$ cat src/rtl/vga_pkg.sv
`default_nettype none
// ============================================================================
// Module      : vga_pkg
// Description : Shared types and constants for the VGA test-pattern generator.
//               Holds the active-area defaults, colour widths, full-scale
//               levels, pattern mode encodings, the colour-bar table and the
//               bouncing-box size/step constants.
// Revision    : 1.0 - initial release
// ============================================================================
package vga_pkg;

    localparam int H_ACTIVE_DEF = 800;
    localparam int V_ACTIVE_DEF = 600;
    localparam int COORD_W      = 11;

    localparam int R_W = 3;
    localparam int G_W = 3;
    localparam int B_W = 2;

    localparam logic [R_W-1:0] R_FULL = 3'b111;
    localparam logic [G_W-1:0] G_FULL = 3'b111;
    localparam logic [B_W-1:0] B_FULL = 2'b11;

    typedef enum logic [1:0] {
        MODE_BARS  = 2'd0,
        MODE_GRID  = 2'd1,
        MODE_CHECK = 2'd2,
        MODE_GRAD  = 2'd3
    } mode_t;

    typedef struct packed {
        logic [R_W-1:0] r;
        logic [G_W-1:0] g;
        logic [B_W-1:0] b;
    } rgb_t;

    localparam rgb_t RGB_BLACK = '{r: '0,     g: '0,     b: '0};
    localparam rgb_t RGB_WHITE = '{r: R_FULL, g: G_FULL, b: B_FULL};
    localparam rgb_t RGB_RED   = '{r: R_FULL, g: '0,     b: '0};

    localparam int BOX_SIZE = 32;
    localparam int BOX_STEP = 2;

    // Colour-bar table: bar 0 at the left edge, bar 7 at the right.
    function automatic rgb_t bar_colour(input logic [2:0] idx);
        rgb_t c;
        case (idx)
            3'd0:    c = '{r: R_FULL, g: G_FULL, b: B_FULL}; // white
            3'd1:    c = '{r: R_FULL, g: G_FULL, b: '0};     // yellow
            3'd2:    c = '{r: '0,     g: G_FULL, b: B_FULL}; // cyan
            3'd3:    c = '{r: '0,     g: G_FULL, b: '0};     // green
            3'd4:    c = '{r: R_FULL, g: '0,     b: B_FULL}; // magenta
            3'd5:    c = '{r: R_FULL, g: '0,     b: '0};     // red
            3'd6:    c = '{r: '0,     g: '0,     b: B_FULL}; // blue
            default: c = RGB_BLACK;                          // black
        endcase
        return c;
    endfunction

endpackage
`default_nettype wire

$ cat src/rtl/vga_box_mover.sv
`default_nettype none
// ============================================================================
// Module      : vga_box_mover
// Description : Position of the bouncing overlay box. Steps the top-left
//               corner by BOX_STEP on each axis at every frame start,
//               clamping at the active-area edges and reversing direction.
// Ports       : clk, rst         - pixel clock, synchronous active-high reset
//               frame_start      - one-cycle pulse at the vsync falling edge
//               box_x, box_y     - current top-left corner of the box
// Revision    : 1.0 - initial release
// ============================================================================
module vga_box_mover
    import vga_pkg::*;
#(
    parameter int H_ACTIVE = H_ACTIVE_DEF,
    parameter int V_ACTIVE = V_ACTIVE_DEF
) (
    input  logic               clk,
    input  logic               rst,
    input  logic               frame_start,
    output logic [COORD_W-1:0] box_x,
    output logic [COORD_W-1:0] box_y
);

    localparam logic [COORD_W-1:0] X_MAX = 11'(H_ACTIVE - BOX_SIZE);
    localparam logic [COORD_W-1:0] Y_MAX = 11'(V_ACTIVE - BOX_SIZE);
    localparam logic [COORD_W-1:0] STEP  = 11'(BOX_STEP);

    logic [COORD_W-1:0] r_box_x;
    logic [COORD_W-1:0] r_box_y;
    logic               r_dir_x;   // 0 = moving +x, 1 = moving -x
    logic               r_dir_y;   // 0 = moving +y, 1 = moving -y

    // A step that would overshoot an edge lands exactly on it and flips
    // direction; the comparisons are arranged to avoid unsigned wrap.
    always_ff @(posedge clk) begin
        if (rst) begin
            r_box_x <= '0;
            r_box_y <= '0;
            r_dir_x <= 1'b0;
            r_dir_y <= 1'b0;
        end else if (frame_start) begin
            if (!r_dir_x) begin
                if (r_box_x > X_MAX - STEP) begin
                    r_box_x <= X_MAX;
                    r_dir_x <= 1'b1;
                end else begin
                    r_box_x <= r_box_x + STEP;
                end
            end else begin
                if (r_box_x < STEP) begin
                    r_box_x <= '0;
                    r_dir_x <= 1'b0;
                end else begin
                    r_box_x <= r_box_x - STEP;
                end
            end

            if (!r_dir_y) begin
                if (r_box_y > Y_MAX - STEP) begin
                    r_box_y <= Y_MAX;
                    r_dir_y <= 1'b1;
                end else begin
                    r_box_y <= r_box_y + STEP;
                end
            end else begin
                if (r_box_y < STEP) begin
                    r_box_y <= '0;
                    r_dir_y <= 1'b0;
                end else begin
                    r_box_y <= r_box_y - STEP;
                end
            end
        end
    end

    assign box_x = r_box_x;
    assign box_y = r_box_y;

endmodule
`default_nettype wire

$ cat src/rtl/vga_pattern_gen.sv
`default_nettype none
// ============================================================================
// Module      : vga_pattern_gen
// Description : 800x600 VGA test-pattern generator. Consumes per-pixel timing
//               and produces 3/3/2 RGB colour bars, grid, checkerboard or
//               gradient, with syncs delayed to match the 2-cycle colour path.
//               Optional macro VGA_PAT_BOX_EN adds a bouncing 32x32 red box.
// Ports       : clk, rst                  - pixel clock, sync active-high reset
//               in_hsync, in_vsync        - timing syncs (active-low)
//               in_active, in_x, in_y     - visible flag and pixel coordinates
//               mode_sel                  - pattern, latched at frame start
//               red, green, blue          - colour to the resistor DAC
//               hsync, vsync              - syncs delayed by 2 cycles
//               frame_cnt                 - frames since reset, mod 256
// Revision    : 1.0 - initial release
// ============================================================================
module vga_pattern_gen
    import vga_pkg::*;
#(
    parameter int H_ACTIVE   = H_ACTIVE_DEF,
    parameter int V_ACTIVE   = V_ACTIVE_DEF,
    parameter int BAR_W      = H_ACTIVE_DEF / 8,
    parameter int GRID_LOG2  = 5,
    parameter int CHECK_LOG2 = 6
) (
    input  logic               clk,
    input  logic               rst,
    input  logic               in_hsync,
    input  logic               in_vsync,
    input  logic               in_active,
    input  logic [COORD_W-1:0] in_x,
    input  logic [COORD_W-1:0] in_y,
    input  logic [1:0]         mode_sel,
    output logic [R_W-1:0]     red,
    output logic [G_W-1:0]     green,
    output logic [B_W-1:0]     blue,
    output logic               hsync,
    output logic               vsync,
    output logic [7:0]         frame_cnt
);

    // ------------------------------------------------------------------
    // Frame start detection, mode latch and frame counter
    // ------------------------------------------------------------------
    logic       r_vsync_prev;
    logic       w_frame_start;
    mode_t      r_mode;
    logic [7:0] r_frame_cnt;

    assign w_frame_start = r_vsync_prev & ~in_vsync;

    always_ff @(posedge clk) begin
        if (rst) begin
            r_vsync_prev <= 1'b1;
            r_mode       <= MODE_BARS;
            r_frame_cnt  <= '0;
        end else begin
            r_vsync_prev <= in_vsync;
            if (w_frame_start) begin
                r_mode      <= mode_t'(mode_sel);
                r_frame_cnt <= r_frame_cnt + 8'd1;
            end
        end
    end

    assign frame_cnt = r_frame_cnt;

    // ------------------------------------------------------------------
    // Optional bouncing box
    // ------------------------------------------------------------------
`ifdef VGA_PAT_BOX_EN
    logic [COORD_W-1:0] w_box_x;
    logic [COORD_W-1:0] w_box_y;
    logic               w_box_hit;

    vga_box_mover #(
        .H_ACTIVE (H_ACTIVE),
        .V_ACTIVE (V_ACTIVE)
    ) u_box_mover (
        .clk         (clk),
        .rst         (rst),
        .frame_start (w_frame_start),
        .box_x       (w_box_x),
        .box_y       (w_box_y)
    );

    assign w_box_hit = (in_x >= w_box_x) && (in_x < w_box_x + 11'(BOX_SIZE)) &&
                       (in_y >= w_box_y) && (in_y < w_box_y + 11'(BOX_SIZE));
`endif

    // ------------------------------------------------------------------
    // Stage 1: per-pixel precompute
    // ------------------------------------------------------------------
    logic [2:0] w_bar;
    logic       w_grid;
    logic       w_check;

    // Bar index from a comparator chain against the bar boundaries.
    always_comb begin
        w_bar = 3'd0;
        for (int i = 1; i < 8; i++) begin
            if (32'(in_x) >= 32'(i * BAR_W)) begin
                w_bar = 3'(i);
            end
        end
    end

    // Grid lines every 2**GRID_LOG2 pixels, plus the right and bottom edges
    // so the outer frame is closed.
    assign w_grid = (in_x[GRID_LOG2-1:0] == '0) ||
                    (in_y[GRID_LOG2-1:0] == '0) ||
                    (in_x == 11'(H_ACTIVE - 1)) ||
                    (in_y == 11'(V_ACTIVE - 1));

    assign w_check = in_x[CHECK_LOG2] ^ in_y[CHECK_LOG2];

    logic       r_s1_active;
    logic       r_s1_hsync;
    logic       r_s1_vsync;
    logic [2:0] r_s1_bar;
    logic       r_s1_grid;
    logic       r_s1_check;
    logic [2:0] r_s1_xh;
    logic [2:0] r_s1_yh;
`ifdef VGA_PAT_BOX_EN
    logic       r_s1_box;
`endif

    always_ff @(posedge clk) begin
        if (rst) begin
            r_s1_active <= 1'b0;
            r_s1_hsync  <= 1'b1;
            r_s1_vsync  <= 1'b1;
            r_s1_bar    <= '0;
            r_s1_grid   <= 1'b0;
            r_s1_check  <= 1'b0;
            r_s1_xh     <= '0;
            r_s1_yh     <= '0;
`ifdef VGA_PAT_BOX_EN
            r_s1_box    <= 1'b0;
`endif
        end else begin
            r_s1_active <= in_active;
            r_s1_hsync  <= in_hsync;
            r_s1_vsync  <= in_vsync;
            r_s1_bar    <= w_bar;
            r_s1_grid   <= w_grid;
            r_s1_check  <= w_check;
            r_s1_xh     <= in_x[9:7];
            r_s1_yh     <= in_y[9:7];
`ifdef VGA_PAT_BOX_EN
            r_s1_box    <= w_box_hit;
`endif
        end
    end

    // ------------------------------------------------------------------
    // Stage 2: colour select, blanking and overlay
    // ------------------------------------------------------------------
    rgb_t w_pix;
    rgb_t r_pix;
    logic r_hsync;
    logic r_vsync;

    always_comb begin
        w_pix = RGB_BLACK;
        if (r_s1_active) begin
            case (r_mode)
                MODE_BARS:  w_pix = bar_colour(r_s1_bar);
                MODE_GRID:  w_pix = r_s1_grid ? RGB_WHITE : RGB_BLACK;
                MODE_CHECK: w_pix = r_s1_check ? RGB_BLACK : RGB_WHITE;
                MODE_GRAD:  w_pix = '{r: r_s1_xh, g: r_s1_yh, b: r_frame_cnt[7:6]};
                default:    w_pix = RGB_BLACK;
            endcase
`ifdef VGA_PAT_BOX_EN
            if (r_s1_box) begin
                w_pix = RGB_RED;
            end
`endif
        end
    end

    always_ff @(posedge clk) begin
        if (rst) begin
            r_pix   <= RGB_BLACK;
            r_hsync <= 1'b1;
            r_vsync <= 1'b1;
        end else begin
            r_pix   <= w_pix;
            r_hsync <= r_s1_hsync;
            r_vsync <= r_s1_vsync;
        end
    end

    assign red   = r_pix.r;
    assign green = r_pix.g;
    assign blue  = r_pix.b;
    assign hsync = r_hsync;
    assign vsync = r_vsync;

endmodule
`default_nettype wire

$ cat config.mk
export PLATFORM = sky130hd
export DESIGN_NAME = vga_pattern_gen
export DESIGN_NICKNAME = d
export VERILOG_FILES = /design/src/rtl/vga_pkg.sv /design/src/rtl/vga_box_mover.sv /design/src/rtl/vga_pattern_gen.sv
export SDC_FILE = /design/constraint.sdc
export NUM_CORES = 1
export LEC_CHECK = 0
export CORE_AREA = 2 2 62 64
export DETAILED_ROUTE_END_ITERATION = 8
export DIE_AREA = 0 0 64 66
export PLACE_DENSITY = 0.73
export SKIP_LAST_GASP = 1
export SLEW_MARGIN = 0
export SYNTH_ARGS = -nofsm -noshare
export SYNTH_HDL_FRONTEND = slang
export SYNTH_HIERARCHICAL = 1
export SYNTH_SLANG_ARGS = --single-unit
$ cat constraint.sdc
create_clock -name clk -period 1.4 [get_ports clk]
set_clock_uncertainty 0.1 [all_clocks]
set_input_delay 0.28 -clock clk [delete_from_list [all_inputs] [get_ports clk]]
set_output_delay 0.28 -clock clk [all_outputs]
set_load 0.005 [all_outputs]
# Word-level counts from Yosys, hierarchy flattened
# Index checks and enable logic that the tools add are counted.
# word_totals
reg_bits,34
mem_count,0
inputBits,29
output_inout_bits,18
mem_bits_ro,0
latchBits,0
mem_bits_rw,0
word_cells,57
# op_classes
reduce_logical,8
shift,0
add_sub_neg,1
n_eq_ne,11
mul,0
magnitude_cmp,7
div,0
mux,11
bitwise,4
# ops
operator,n
8-bit one-hot mux with 7 select lines,1
"11-bit by 9-bit greater-or-equal comparator with 1-bit output, second input constant",3
8-bit one-hot mux with 4 select lines,1
"11-bit by 10-bit == test with 1-bit output, second input constant",2
"11-bit by 10-bit greater-or-equal comparator with 1-bit output, second input constant",2
3-bit 2-to-1 mux,6
8-bit 2-to-1 mux,2
"11-bit by 7-bit greater-or-equal comparator with 1-bit output, second input constant",1
"11-bit by 8-bit greater-or-equal comparator with 1-bit output, second input constant",1
5-bit zero test,2
"3-bit == test, second input constant",3
"8-bit by 1-bit adder with 8-bit output, second input constant",1
"3-bit by 2-bit == test with 1-bit output, second input constant",2
"2-bit == test, second input constant",2
"3-bit by 1-bit == test with 1-bit output, second input constant",1
3-bit zero test,1
1-bit logical OR,3
"2-bit by 1-bit == test with 1-bit output, second input constant",1
2-bit zero test,1
1-bit inverter,2
2-bit OR reduction,1
1-bit bitwise AND,1
1-bit 2-to-1 mux,1
1-bit XOR,1

# Logic depth before layout (Yosys ltp)
# logic_depth
depth_word,8
depth_mapped,5
depth_no_buf,4

# Worst setup path before layout
# No wires, ideal clock.
# synth_path
path_type,input to register
startpoint,in in_x[4]
endpoint,reg r_s1_bar[0]
arrival_time_ns,1.207
required_ns,1.214
n_path_buf,1
path_stages,5
path_slack_ns,0.006
cell_sequence,buf_6 > o311a_1 > a211oi_2 > nor2_1 > a221oi_2
# synth_between
elab_chain_len,8
# synth_rtl
element,line,text
start: declaration,vga_pattern_gen.sv:31,"input logic [COORD_W-1:0] in_x,"
11-bit by 7-bit greater-or-equal comparator with 1-bit output,vga_pattern_gen.sv:102,if (32'(in_x) >= 32'(i * BAR_W)) begin
1-bit 2-to-1 mux,vga_pattern_gen.sv:102,
3-bit 2-to-1 mux (5 in series),vga_pattern_gen.sv:102,
3-bit 2-to-1 mux *,vga_pattern_gen.sv:102,
end signal: assignment,vga_pattern_gen.sv:146,r_s1_bar <= w_bar;
end: declaration,vga_pattern_gen.sv:120,logic [2:0] r_s1_bar;
# Mark *: on every way between the ends. The rest lies on a longest branch, timed or not.
# A chain may end at the register's enable or synchronous reset.

# Worst setup path after layout
# layout_path
startpoint,in in_y[3]
endpoint,reg r_s1_grid
# layout_between
elab_chain_len,4
# layout_rtl
element,line,text
start: declaration,vga_pattern_gen.sv:32,"input logic [COORD_W-1:0] in_y,"
5-bit zero test,vga_pattern_gen.sv:111,(in_y[GRID_LOG2-1:0] == '0) ||
1-bit logical OR,vga_pattern_gen.sv:110,assign w_grid = (in_x[GRID_LOG2-1:0] == '0) ||
1-bit logical OR,vga_pattern_gen.sv:111,
1-bit logical OR *,vga_pattern_gen.sv:112,(in_x == 11'(H_ACTIVE - 1)) ||
end signal: assignment,vga_pattern_gen.sv:147,r_s1_grid <= w_grid;
end: declaration,vga_pattern_gen.sv:121,logic r_s1_grid;
# Marked as above.

==> flow_metrics.py <==
metrics = {
    "cts": {
        "cts.sinks": 34,
        "cts-root-buf": "clkbuf_4",
        "clk_pin_slew_ns": 0.09,
        "clockBufferDepth": 2,
        "ctsHoldBuffers": 0,
        "cts.htree.levels": 2,
        "cts_buffers": 5,
        "clock_latency_ns": 0.33,
        "cts_tree": "yes",
    },
    "worst_setup_path": {
        "crit_chain": "clkdlybuf4s50_1 -> or4_4 -> o22ai_2 -> a41oi_1 -> a21oi_1",
        "crit_type": "in2reg",
        "critPathMaxFanout": 2,
        "rr_startpoint": "r_mode[1]",
        "slowest_delay_ns": 0.49,
        "ff2ff_path_depth": 4,
        "required_ns": 1.57,
        "cp.arrival_ns": 1.58,
        "cp-start-kind": "input pin",
        "r2r_setup_slack_ns": 0.16,
        "endpoint_kind": "flop",
        "r2r_end": "green[0]",
        "slowest_stage": "or4_4",
    },
    "placed_design": {
        "post-dp-hpwl_mm": 2.43,
        "gp_congestion": 0.932,
        "dp_cells": 257,
        "pre_cts_ws_ns": -0.520,
        "placed_area_um2": 2020,
        "port_buffers": 46,
    },
    "final_layout": {
        "final_nets": 251,
        "final_area_um2": 2130,
        "diodes": 0,
        "area_growth_pct": 53.2,
        "fin_util_pct": 59.9,
        "fin_cells": 268,
        "drive_above_1_share_pct": 21.8,
    },
    "sta": {
        "hold_ws_ns": 0.242,
        "timing.fmax_ghz": 0.712,
        "hold_violations": 0,
        "tightest_slew_ns": 0.369,
        "fin_ws_ns": -0.00457,
        "slew_headroom_pct": 74.7,
        "setup_viol": 1,
        "fin_crit_sh_pct": 100,
        "drv_slew": 0,
        "setup_tns_ns": -0.00457,
        "min_period_ns": 1.40,
    },
    "min_path": {
        "hold-path-endpoint": "r_s1_grid",
        "hold_depth": 3,
        "hp-start": "in_x[1]",
        "hold_class": "in2reg",
    },
    "logic_synthesis": {
        "synth_cells": 155,
        "synth_top_area_share_pct": 49.0,
        "avgSynthCellArea_um2": 8.96,
        "synth_nets": 185,
        "synth.largest_area_cell": "dfxtp_1",
        "synthTopCellsByCount": "34 x dfxtp_1, 19 x nor2_1, 15 x a21oi_1, 12 x nand2_1, 8 x nor2b_1",
        "synth-edff-count": 0,
        "netlist_area_um2": 1390,
        "synth_cell_types": 36,
        "synth_ff_type": "dfxtp_1",
        "async_reset_ff_share_pct": 0,
        "yosysSeqAreaShare_pct": 49.0,
        "netlist_top_cells_area": "dfxtp_1 49%, a21oi_1 5.4%, nor2_1 5.1%",
        "synth.most_common_cell": "dfxtp_1",
        "yosys_warnings": 6,
        "ys_ff_latch": 34,
    },
    "grt": {
        "grt_remaining_overflow": 0,
        "grt_first_pass_wirelength_mm": 4.91,
        "track_usage_pct": 15.3,
        "grt_max_degree": 14,
        "grt_pass1_vias": 1193,
        "antenna_found_initial": 0,
    },
    "pwr": {
        "power_leakage_nw": 0.970,
        "power.density_nw_per_um2": 873,
        "power_mw": 1.86,
        "peakVddDrop_v": 0.000374,
    },
    "status": {
        "status": "finished, violations left",
        "violations": "setup timing",
    },
    "route": {
        "route.detailed.drc": 0,
        "wirelength_mm": 3.28,
        "ant_nets": 0,
        "drt_iter0_markers": 48,
        "wire_per_inst_um": 12.2,
        "vias": 1332,
        "avgViaCountPerCell": 4.97,
        "firstDrtPassIters": 4,
    },
    "run": {
        "maxCapViolCount": 0,
    },
    "floorplanning": {
        "row_count": 22,
        "die_area_um2": 4220,
        "initial_utilization_pct": 39.1,
        "die-height_um": 66,
        "io_pins": 47,
        "fp.coreArea_um2": 3550,
        "die_x_um": 64,
    },
}
-- layout make-up --
type	count	area [um2]
inverter	2	7.51
multi-input combinational	109	668
tap	48	60.1
timing repair buffer	69	648
fill	309	1420
clock buffer	6	51.3
sequential	34	692
-- where the power goes --
part / total [mW] / leakage [nW] / switching, mW / internal [mW]
Sequential: 1.03 / 0.283 / 0.0169 / 1.01
Clock: 0.526 / 0.0302 / 0.300 / 0.226
Combinational: 0.304 / 0.657 / 0.132 / 0.172
-- state kept, by name (all words and copies together) (netlist names) --
signal,flops
hsync,1
r_s1_bar,3
r_s1_grid,1
vsync,1
r_mode,2
green,3
r_s1_yh,3
blue,2
frame_cnt,8
red,3
r_s1_vsync,1
r_s1_check,1
r_s1_active,1
r_s1_hsync,1
r_s1_xh,3
-- routing by layer --
metal	vias to the layer above	GRT usage (%)	wire length, um
met5	-	0	0
met4	0	10.6	82
met3	7	4.43	151
met2	38	27.3	1730
met1	611	15.2	1310
li1	676	-	-
-- what timing repair did --
| action | CTS | global route |
|---|---|---|
| resized for setup | 32 | 11 |
| setup endpoints to repair | 20 | 3 |
| buffers inserted | 4 | 1 |
| pin swaps | 2 | 8 |
-- logic make-up (layout without fill, tap and decap cells) --
kind of cell | after synthesis | after routing | share of synthesized area (%)
AND/OR/NAND/NOR | 65 | 65 | 23.8
flip-flops | 34 | 34 | 49.0
AO/OA/AOI/OAI | 33 | 33 | 15.4
buffers and inverters | 12 | 77 | 4.41
XOR/XNOR | 8 | 8 | 5.05
multiplexers | 2 | 2 | 1.44
adder cells (fa/ha/maj) | 1 | 1 | 0.901
-- worst max-delay path by stage --
stage / slack [ns] / startpoint / depth (start not counted) / endpoint
floorplan: 0.006 / in_x[4] / 5 / r_s1_bar[0]
global placement: -0.43 / in_x[4] / 5 / r_s1_bar[0]
detailed placement: -0.52 / in_x[4] / 5 / r_s1_bar[0]
CTS: -0.19 / frame_cnt[7] / 1 / frame_cnt[7]
global route: -0.02 / in_y[3] / 5 / r_s1_grid
finish: -0.005 / in_y[3] / 5 / r_s1_grid
-- critical path, delay by kind of cell --
kind / cells / cell delay [ns]
AND/OR/NAND/NOR: 1 / 0.49
buffers and inverters: 1 / 0.43
AO/OA/AOI/OAI: 3 / 0.38
-- placed cells by master (no fill, tap or decap), types with 3 or more instances in the layout --
master and instances:
nand4_1 7, nor2b_1 8, dlymetal6s2s_1 7, nand3_1 3
or2_2 4, clkdlybuf4s50_1 17, nor2_1 19, dfxtp_2 9
clkbuf_4 5, dfxtp_1 25, xor2_1 6, buf_4 21
o21ai_0 6, a21oi_1 15, nand2_1 12, dlygate4sd2_1 22
Note: power is estimated with default switching activity, not from simulation.
